File: src/rtl/conv_sa_out_collect_if.sv
// Post-row pair input and beat output stream bundle for conv_sa_out_collect.
// Lane count P defaults to the P macro (4 when undefined).
`ifndef P
`define P 4
`endif

interface conv_sa_out_collect_if #(
  parameter int P = `P
);
  logic            in_vld;
  logic [P*32-1:0] y1;
  logic [P*32-1:0] y2;
  logic            out_vld;
  logic            out_rdy;
  logic [P*32-1:0] out_data;
  logic            out_last;

  modport slave (
    input  in_vld, y1, y2, out_rdy,
    output out_vld, out_data, out_last
  );

  modport master (
    output in_vld, y1, y2, out_rdy,
    input  out_vld, out_data, out_last
  );
endinterface

File: src/rtl/conv_sa_out_collect.sv
// Buffers {y1,y2} pairs from the post row and serialises them as two beats.
// Optional stall counter enabled by macro CONV_SA_OUT_STALL_CNT_EN.
`ifndef P
`define P 4
`endif

module conv_sa_out_collect #(
  parameter int P     = `P,
  parameter int DEPTH = 2
) (
  input  logic                      clk,
  input  logic                      rstn,
  input  logic                      clr,
  conv_sa_out_collect_if.slave      io,
  output logic                      ovf,
  output logic [31:0]               stall_cnt
);

  localparam int AW = (DEPTH > 1) ? $clog2(DEPTH) : 1;
  localparam logic [AW:0] DEPTH_C = (AW+1)'(DEPTH);

  typedef enum logic [1:0] {
    EMPTY = 2'd0,
    SEND1 = 2'd1,
    SEND2 = 2'd2
  } state_t;

  state_t state;
  state_t state_nxt;

  logic [P*32-1:0] mem_y1 [DEPTH];
  logic [P*32-1:0] mem_y2 [DEPTH];

  logic [AW-1:0] wr_ptr;
  logic [AW-1:0] rd_ptr;
  logic [AW:0]   count;

  logic xfer;
  logic pop;
  logic wr;
  logic drop;

  always_comb begin
    xfer = io.out_vld && io.out_rdy;
    pop  = xfer && (state == SEND2);
    // a full buffer still accepts when the head leaves this cycle
    wr   = io.in_vld && !clr && ((count != DEPTH_C) || pop);
    drop = io.in_vld && !clr && !wr;
  end

  always_comb begin
    state_nxt = state;
    unique case (state)
      EMPTY: if (wr) state_nxt = SEND1;
      SEND1: if (xfer) state_nxt = SEND2;
      SEND2: begin
        if (xfer) begin
          if ((count != (AW+1)'(1)) || wr)
            state_nxt = SEND1;
          else
            state_nxt = EMPTY;
        end
      end
      default: state_nxt = EMPTY;
    endcase
    if (clr)
      state_nxt = EMPTY;
  end

  always_comb begin
    io.out_vld  = 1'b0;
    io.out_last = 1'b0;
    io.out_data = '0;
    unique case (state)
      SEND1: begin
        io.out_vld  = 1'b1;
        io.out_data = mem_y1[rd_ptr];
      end
      SEND2: begin
        io.out_vld  = 1'b1;
        io.out_last = 1'b1;
        io.out_data = mem_y2[rd_ptr];
      end
      default: ;
    endcase
  end

  always_ff @(posedge clk) begin
    if (!rstn) begin
      state <= EMPTY;
    end else begin
      state <= state_nxt;
    end
  end

  always_ff @(posedge clk) begin
    if (!rstn) begin
      wr_ptr <= '0;
      rd_ptr <= '0;
      count  <= '0;
      ovf    <= 1'b0;
    end else if (clr) begin
      wr_ptr <= '0;
      rd_ptr <= '0;
      count  <= '0;
      ovf    <= 1'b0;
    end else begin
      if (wr)
        wr_ptr <= wr_ptr + 1'b1;
      if (pop)
        rd_ptr <= rd_ptr + 1'b1;
      unique case ({wr, pop})
        2'b10:   count <= count + 1'b1;
        2'b01:   count <= count - 1'b1;
        default: count <= count;
      endcase
      if (drop)
        ovf <= 1'b1;
    end
  end

  // payload storage needs no reset; validity is tracked by count
  always_ff @(posedge clk) begin
    if (rstn && wr) begin
      mem_y1[wr_ptr] <= io.y1;
      mem_y2[wr_ptr] <= io.y2;
    end
  end

`ifdef CONV_SA_OUT_STALL_CNT_EN
  logic [31:0] stall_q;

  always_ff @(posedge clk) begin
    if (!rstn) begin
      stall_q <= '0;
    end else if (clr) begin
      stall_q <= '0;
    end else if (io.out_vld && !io.out_rdy && (stall_q != 32'hFFFF_FFFF)) begin
      stall_q <= stall_q + 32'd1;
    end
  end

  assign stall_cnt = stall_q;
`else
  assign stall_cnt = 32'd0;
`endif

endmodule

File: src/flat_wrapper.sv
// flat-port wrapper written by rule: the top's interface ports become plain ports
module conv_sa_out_collect_flat 
#(
  parameter int P     = `P,
  parameter int DEPTH = 2
)
  (clk, rstn, clr, ovf, stall_cnt, io_in_vld, io_y1, io_y2, io_out_rdy, io_out_vld, io_out_data, io_out_last);
  conv_sa_out_collect_if #(.P(P)) io_i ();
  input  logic clk;
  input  logic rstn;
  input  logic clr;
  output logic ovf;
  output logic [31:0] stall_cnt;
  input wire logic [$bits(io_i.in_vld)-1:0] io_in_vld;
  input wire logic [$bits(io_i.y1)-1:0] io_y1;
  input wire logic [$bits(io_i.y2)-1:0] io_y2;
  input wire logic [$bits(io_i.out_rdy)-1:0] io_out_rdy;
  output wire logic [$bits(io_i.out_vld)-1:0] io_out_vld;
  output wire logic [$bits(io_i.out_data)-1:0] io_out_data;
  output wire logic [$bits(io_i.out_last)-1:0] io_out_last;
  assign io_i.in_vld = io_in_vld;
  assign io_i.y1 = io_y1;
  assign io_i.y2 = io_y2;
  assign io_i.out_rdy = io_out_rdy;
  assign io_out_vld = io_i.out_vld;
  assign io_out_data = io_i.out_data;
  assign io_out_last = io_i.out_last;
  conv_sa_out_collect #(.P(P), .DEPTH(DEPTH)) u_core (.clk(clk), .rstn(rstn), .clr(clr), .io(io_i), .ovf(ovf), .stall_cnt(stall_cnt));
endmodule
File: config.mk
export PLATFORM = sky130hd
export DESIGN_NAME = conv_sa_out_collect_flat
export DESIGN_NICKNAME = d
export VERILOG_FILES = /design/src/rtl/conv_sa_out_collect_if.sv /design/src/rtl/conv_sa_out_collect.sv /design/src/flat_wrapper.sv
export SDC_FILE = /design/constraint.sdc
export NUM_CORES = 1
export LEC_CHECK = 0
export ABC_AREA = 1
export BUFFER_PORTS_ARGS = -buffer_cell sky130_fd_sc_hd__buf_2
export CAP_MARGIN = 20
export CORE_MARGIN = 4
export CORE_UTILIZATION = 37
export DETAILED_ROUTE_END_ITERATION = 8
export GPL_TIMING_DRIVEN = 1
export PLACE_DENSITY = 0.57
export RECOVER_POWER = 25
export SETUP_SLACK_MARGIN = 0.15
export SLEW_MARGIN = 20
export SYNTH_ARGS = -nofsm -noshare
export SYNTH_HDL_FRONTEND = slang
export SYNTH_SLANG_ARGS = --single-unit
export TNS_END_PERCENT = 1
File: constraint.sdc
create_clock -name clk -period 34.2 [get_ports clk]
set_input_delay 3.42 -clock clk [delete_from_list [all_inputs] [get_ports clk]]
set_output_delay 3.42 -clock clk [all_outputs]
set_load 0.01 [all_outputs]
==> results.cfg, run 1 <==
[final_layout]
mostFrequentLayoutCell = nor2_1
fin_util_pct = 44.5
nNetsFinal = 2239
final_cell_mix = nor2_1, edfxtp_1, buf_2
syn_to_final_growth_pct = 19.0
drive_above_1_share_pct = 21.3
finalNonFillerCells = 2773

[synthesis]
syn_area_per_cell_sq_um = 12.8
synth_compound_area_share_pct = 9.56
synth_top_family_by_area = simple AND/OR/NAND/NOR gates
synth_area_sq_um = 20600
synthMuxAreaShare_pct = 0
ys_types = 21
synth.yosys.seq_area_share_pct = 75.5
netlist_instances = 1608
synth-simple-area-share_pct = 9.79
synth-xor-area-share_pct = 0.0851
synth_fa_ha_area_share_pct = 0.486
yosysWarnings = 0
ys_seq_elements = 520

[placed_design]
place_ws_ps = 27160
port_buffers = 391
dp_hpwl_um = 31200
place_congestion = 0.799
placed_cells = 2661

[detailed_routing]
drc_errors = 0
routed_wl_um = 52300
postRouteAntennaNets = 0
post_drt_wl_per_cell_um = 18.9
vias = 13368
viasPerCell = 4.82
drt_iter0_drc = 906
first_pass_iters = 5

[cts]
clock-sinks = 520
cts_max_level = 2
clkTransAtPathRegs_ps = 60
cts_resized = 0
insertion_delay_ps = 580
tritoncts = done
ctsHoldBuffers = 0
clockBufferDepth = 3
numCtsBuffers = 55
ctsRootBufferMaster = clkbuf_16
post-cts-setup-buffers = 0

[sta]
period_needed_ps = 7270
worst_slew_pin_slew_ps = 1060
final.setup.tns_ps = 0
slew_headroom_pct = 29.4
fmax_mhz = 137
setup-violations-final = 0
slew_violations = 0
fin_skew_ps = 9.60
rsz0062_at_grt = no
timing.final.ws_setup_ps = 26930
fin_crit_sh_pct = 21.3
hold_violations = 0

[floorplanning]
dieArea_sq_um = 59500
core-area_sq_um = 55100
dieWidth_um = 244
row_count = 86
start_util_pct = 37.4
ios = 424
die_y_um = 244

[pwr]
finalPower_mw = 1.34
vdd_ir_drop_max_uv = 39.7
cellPowerDensity_nw_per_um2 = 54.9
p_leak_nw = 8.71

[grt]
grt-ovfl-total = 0
grt_pass1_vias = 12902
track_usage_pct = 16.8
antenna_found_initial = 27
grt_max_degree = 156
grt_pass1_wl_um = 77800

[job]
maxCapViolations = 0

[min_path]
worst_hold_path_type = reg -> reg
whs_endpoint = u_core.ovf$_SDFFE_PP0P_
hold_path.startpoint = u_core.ovf$_SDFFE_PP0P_
whs_path_depth = 2

[setup_path]
end_kind = output port
worstReg2RegEnd = u_core.mem_y2[0][13]$_DFFE_PP_
reg2reg_slack_ps = 29950
critPathRequiredTime_ps = 30780
crit_arrival_ps = 3850
path_max_fanout = 77
r2r_start = u_core.state[0]$_SDFFE_PP0P_
start_kind = flop
r2r_cells = 9
crit_type = reg -> out

[run_status]
status = finished clean
-- critical path, stage by stage, from the launching register on --
cell and delay (ps):
dfxtp_4 680, buf_4 770, buf_4 800, nor2_1 120, nor2_1 110, o21ai_0 90
a21oi_1 340, buf_2 200
-- worst max-delay path by stage --
stage                                      to  cells after the start
6_report                      io_out_data[56]                      7
5_1_grt                       io_out_data[56]                      7
4_1_cts                       io_out_data[56]                      7
3_5_place_dp   u_core.mem_y2[0][11]$_DFFE_PP_                      8
3_3_place_gp   u_core.mem_y2[0][11]$_DFFE_PP_                      8
2_1_floorplan   u_core.mem_y1[0][0]$_DFFE_PP_                      4
-- power breakdown --
part           switching [mW]  internal, mW  leakage [nW]
sequential            0.00283         0.713          4.71
combinational          0.0520        0.0222          3.19
clock                   0.235         0.319         0.814
total                   0.289          1.05          8.71
-- layer usage --
layer	wire length, um	GRT usage, %	part of all wire [%]	vias to the layer above
met3	4640	5.91	8.9	93
met2	25100	27.6	48	401
met5	190	0	0.36	-
li1	-	-	-	6378
met4	1100	4.71	2.1	28
met1	21200	21.2	41	6468
-- cells in the mapped netlist --
| master | n | area [sq um] |
|---|---|---|
| a21oi_1 | 132 | 661 |
| o21ai_1 | 6 | 30.0 |
| nor2_1 | 523 | 1960 |
| clkbuf_1 | 15 | 56.3 |
| nand2_1 | 11 | 41.3 |
| buf_6 | 7 | 78.8 |
| a31oi_1 | 1 | 6.26 |
| xnor2_1 | 1 | 8.76 |
| buf_2 | 29 | 145 |
| buf_4 | 47 | 353 |
| o21ai_0 | 254 | 1270 |
| clkbuf_2 | 24 | 120 |
| xor2_1 | 1 | 8.76 |
| conb_1 | 1 | 3.75 |
| clkbuf_8 | 9 | 124 |
| nor3_1 | 2 | 10.0 |
| dfxtp_1 | 8 | 160 |
| inv_2 | 1 | 3.75 |
| ha_1 | 8 | 100 |
| inv_1 | 16 | 60.1 |
| edfxtp_1 | 512 | 15400 |
-- sequential cells by signal (all words and copies together), names as in the netlist, named ones only --
name,count
u_core.rd_ptr,1
u_core.mem_y2,256
u_core.ovf,1
u_core.count,2
u_core.mem_y1,256
u_core.state,2
u_core.wr_ptr,1
-- through the flow --
stage,hold WS [ps],cell area (sq um)
floorplan,460,20700
global placement,465,22900
detailed placement,467,22900
CTS,484,24500
global route,502,24500
finish,478,24500
-- kinds of logic (layout without fill, tap and decap cells) --
family | count (synthesis) | after routing
compound gates | 393 | 393
fa+ha+maj | 8 | 8
other cells | 1 | 44
buf+inv | 148 | 522
simple gates | 536 | 536
flops | 520 | 520
xor+xnor | 2 | 2
-- layout make-up --
type	instances	area, sq um
Antenna cell	12	30.0
Clock buffer	71	1480
Clock inverter	29	195
Fill cell	5097	30600
Inverter	17	78.8
Multi-Input combinational cell	971	4230
Sequential cell	520	15500
Tap cell	748	936
Timing Repair Buffer	405	2000
Power figures use the tool's default switching activity.
==> run 2: changes to the inputs <==
--- a/config.mk
+++ b/config.mk
@@ -12,7 +12,7 @@
 export CORE_UTILIZATION = 37
 export DETAILED_ROUTE_END_ITERATION = 8
 export GPL_TIMING_DRIVEN = 1
-export PLACE_DENSITY = 0.57
+export PLACE_DENSITY = 0.59
 export RECOVER_POWER = 25
 export SETUP_SLACK_MARGIN = 0.15
 export SLEW_MARGIN = 20
==> constraint.sdc (replaced) <==
create_clock -name clk -period 6.4 [get_ports clk]
set_input_delay 0.64 -clock clk [delete_from_list [all_inputs] [get_ports clk]]
set_output_delay 0.64 -clock clk [all_outputs]
set_load 0.01 [all_outputs]
==> results.cfg, run 2 (synthesis gave the netlist of run 1 again) <==
[sta]
timing.final.ws_setup_ps = 1940
hold_violations = 0
worst_slew_pin_slew_ps = 1160
fin_crit_sh_pct = 69.7
period_needed_ps = 4460
fin_hold_ws_ps = 222
slew_violations = 0
rsz0062_at_grt = no
slew_headroom_pct = 22.9
fmax_mhz = 224
final.setup.tns_ps = 0
fin_skew_ps = 33.2
setup-violations-final = 0

[cts]
post-cts-setup-buffers = 0
clock-sinks = 520
clkTransAtPathRegs_ps = 60
numCtsBuffers = 55
insertion_delay_ps = 600
clockBufferDepth = 3
tritoncts = done
cts_max_level = 2
ctsHoldBuffers = 0
cts_resized = 0
ctsRootBufferMaster = clkbuf_16

[setup_path]
crit_type = reg -> out
crit_arrival_ps = 3820
crit_family = buffers and inverters
r2r_cells = 7
path_max_fanout = 76
critPathRequiredTime_ps = 5760
cp.depth = 7
reg2reg_slack_ps = 3910
crit_chain = buf_4 -> buf_4 -> nor2_1 -> nor2_1 -> o21ai_0 -> a21oi_1 -> buf_2
end_kind = output port
cpMaxStageDelayCell = dfxtp_4
crit_buf_inv = 3
slowest_delay_ps = 840
start_kind = flop

[placed_design]
port_buffers = 391
place_congestion = 0.789
place_ws_ps = 2490
placed_cells = 2664
dp_hpwl_um = 31100
postPlaceCellArea_sq_um = 22900

[final_layout]
drive_above_1_share_pct = 20.7
reg_top3 = u_core.mem_y1 x256, u_core.mem_y2 x256
final_cell_area_sq_um = 24500
nNetsFinal = 2242
mostFrequentLayoutCell = nor2_1
syn_to_final_growth_pct = 19.3
final_cell_mix = nor2_1, edfxtp_1, buf_2
fin_util_pct = 44.5
finalNonFillerCells = 2777

[min_path]
whs_path_depth = 1
worst_hold_path_type = in -> reg

[detailed_routing]
viasPerCell = 4.82
postRouteAntennaNets = 0
vias = 13379
routed_wl_um = 51900
drt_iter0_drc = 872
first_pass_iters = 4
post_drt_wl_per_cell_um = 18.7
drc_errors = 0

[pwr]
p_leak_nw = 8.69
pwr-share-comb_pct = 5.5
finalPower_mw = 7.17
power.internal_mw = 5.58
power_switching_share_pct = 22.2
vdd_ir_drop_max_uv = 217
cellPowerDensity_nw_per_um2 = 292
seqPwrFrac_pct = 53.4
p_switching_mw = 1.59
power_frac_clock_pct = 41.1

[grt]
track_usage_pct = 16.7
grt-ovfl-total = 0
grt_pass1_wl_um = 78200
antenna_found_initial = 17
grt_pass1_vias = 13419
grt_max_degree = 160

[floorplanning]
die_y_um = 244
core-area_sq_um = 55100
dieWidth_um = 244
row_count = 86
ios = 424
start_util_pct = 37.4
dieArea_sq_um = 59500

[job]
maxCapViolations = 0

[run_status]
status = finished clean
## run 2: layer usage
metal  global-route usage (%)  vias up  wire length (um)
li1                         -     6371                 -
met1                     20.8     6457             20900
met2                     28.4      433             25500
met3                     4.47      102              3920
met4                     5.91       16              1470
met5                        0        -                95
## run 2: area by class of cell
| type | count | area [sq um] |
|---|---|---|
| Sequential cell | 520 | 15500 |
| Timing Repair Buffer | 408 | 2010 |
| Clock buffer | 68 | 1450 |
| Fill cell | 5139 | 30500 |
| Antenna cell | 9 | 22.5 |
| Multi-Input combinational cell | 971 | 4280 |
| Tap cell | 748 | 936 |
| Clock inverter | 36 | 220 |
| Inverter | 17 | 86.3 |
## run 2: final timing paths
path | startpoint | endpoint
min reg2reg | u_core.ovf$_SDFFE_PP0P_ | u_core.ovf$_SDFFE_PP0P_
max | flop | io_out_data[56]
max reg2reg | u_core.state[0]$_SDFFE_PP0P_ | u_core.mem_y1[1][12]$_DFFE_PP_
min | io_y2[37] | u_core.mem_y2[0][37]$_DFFE_PP_
## run 2: power by group through the flow
stage	combinational [mW]	sequential, mW	clock [mW]
finish	0.397	3.83	2.94
global route	0.446	3.83	3.18
CTS	0.413	3.83	3.03
detailed placement	0.411	3.90	0
global placement	0.401	3.90	0
floorplan	0.226	3.91	0
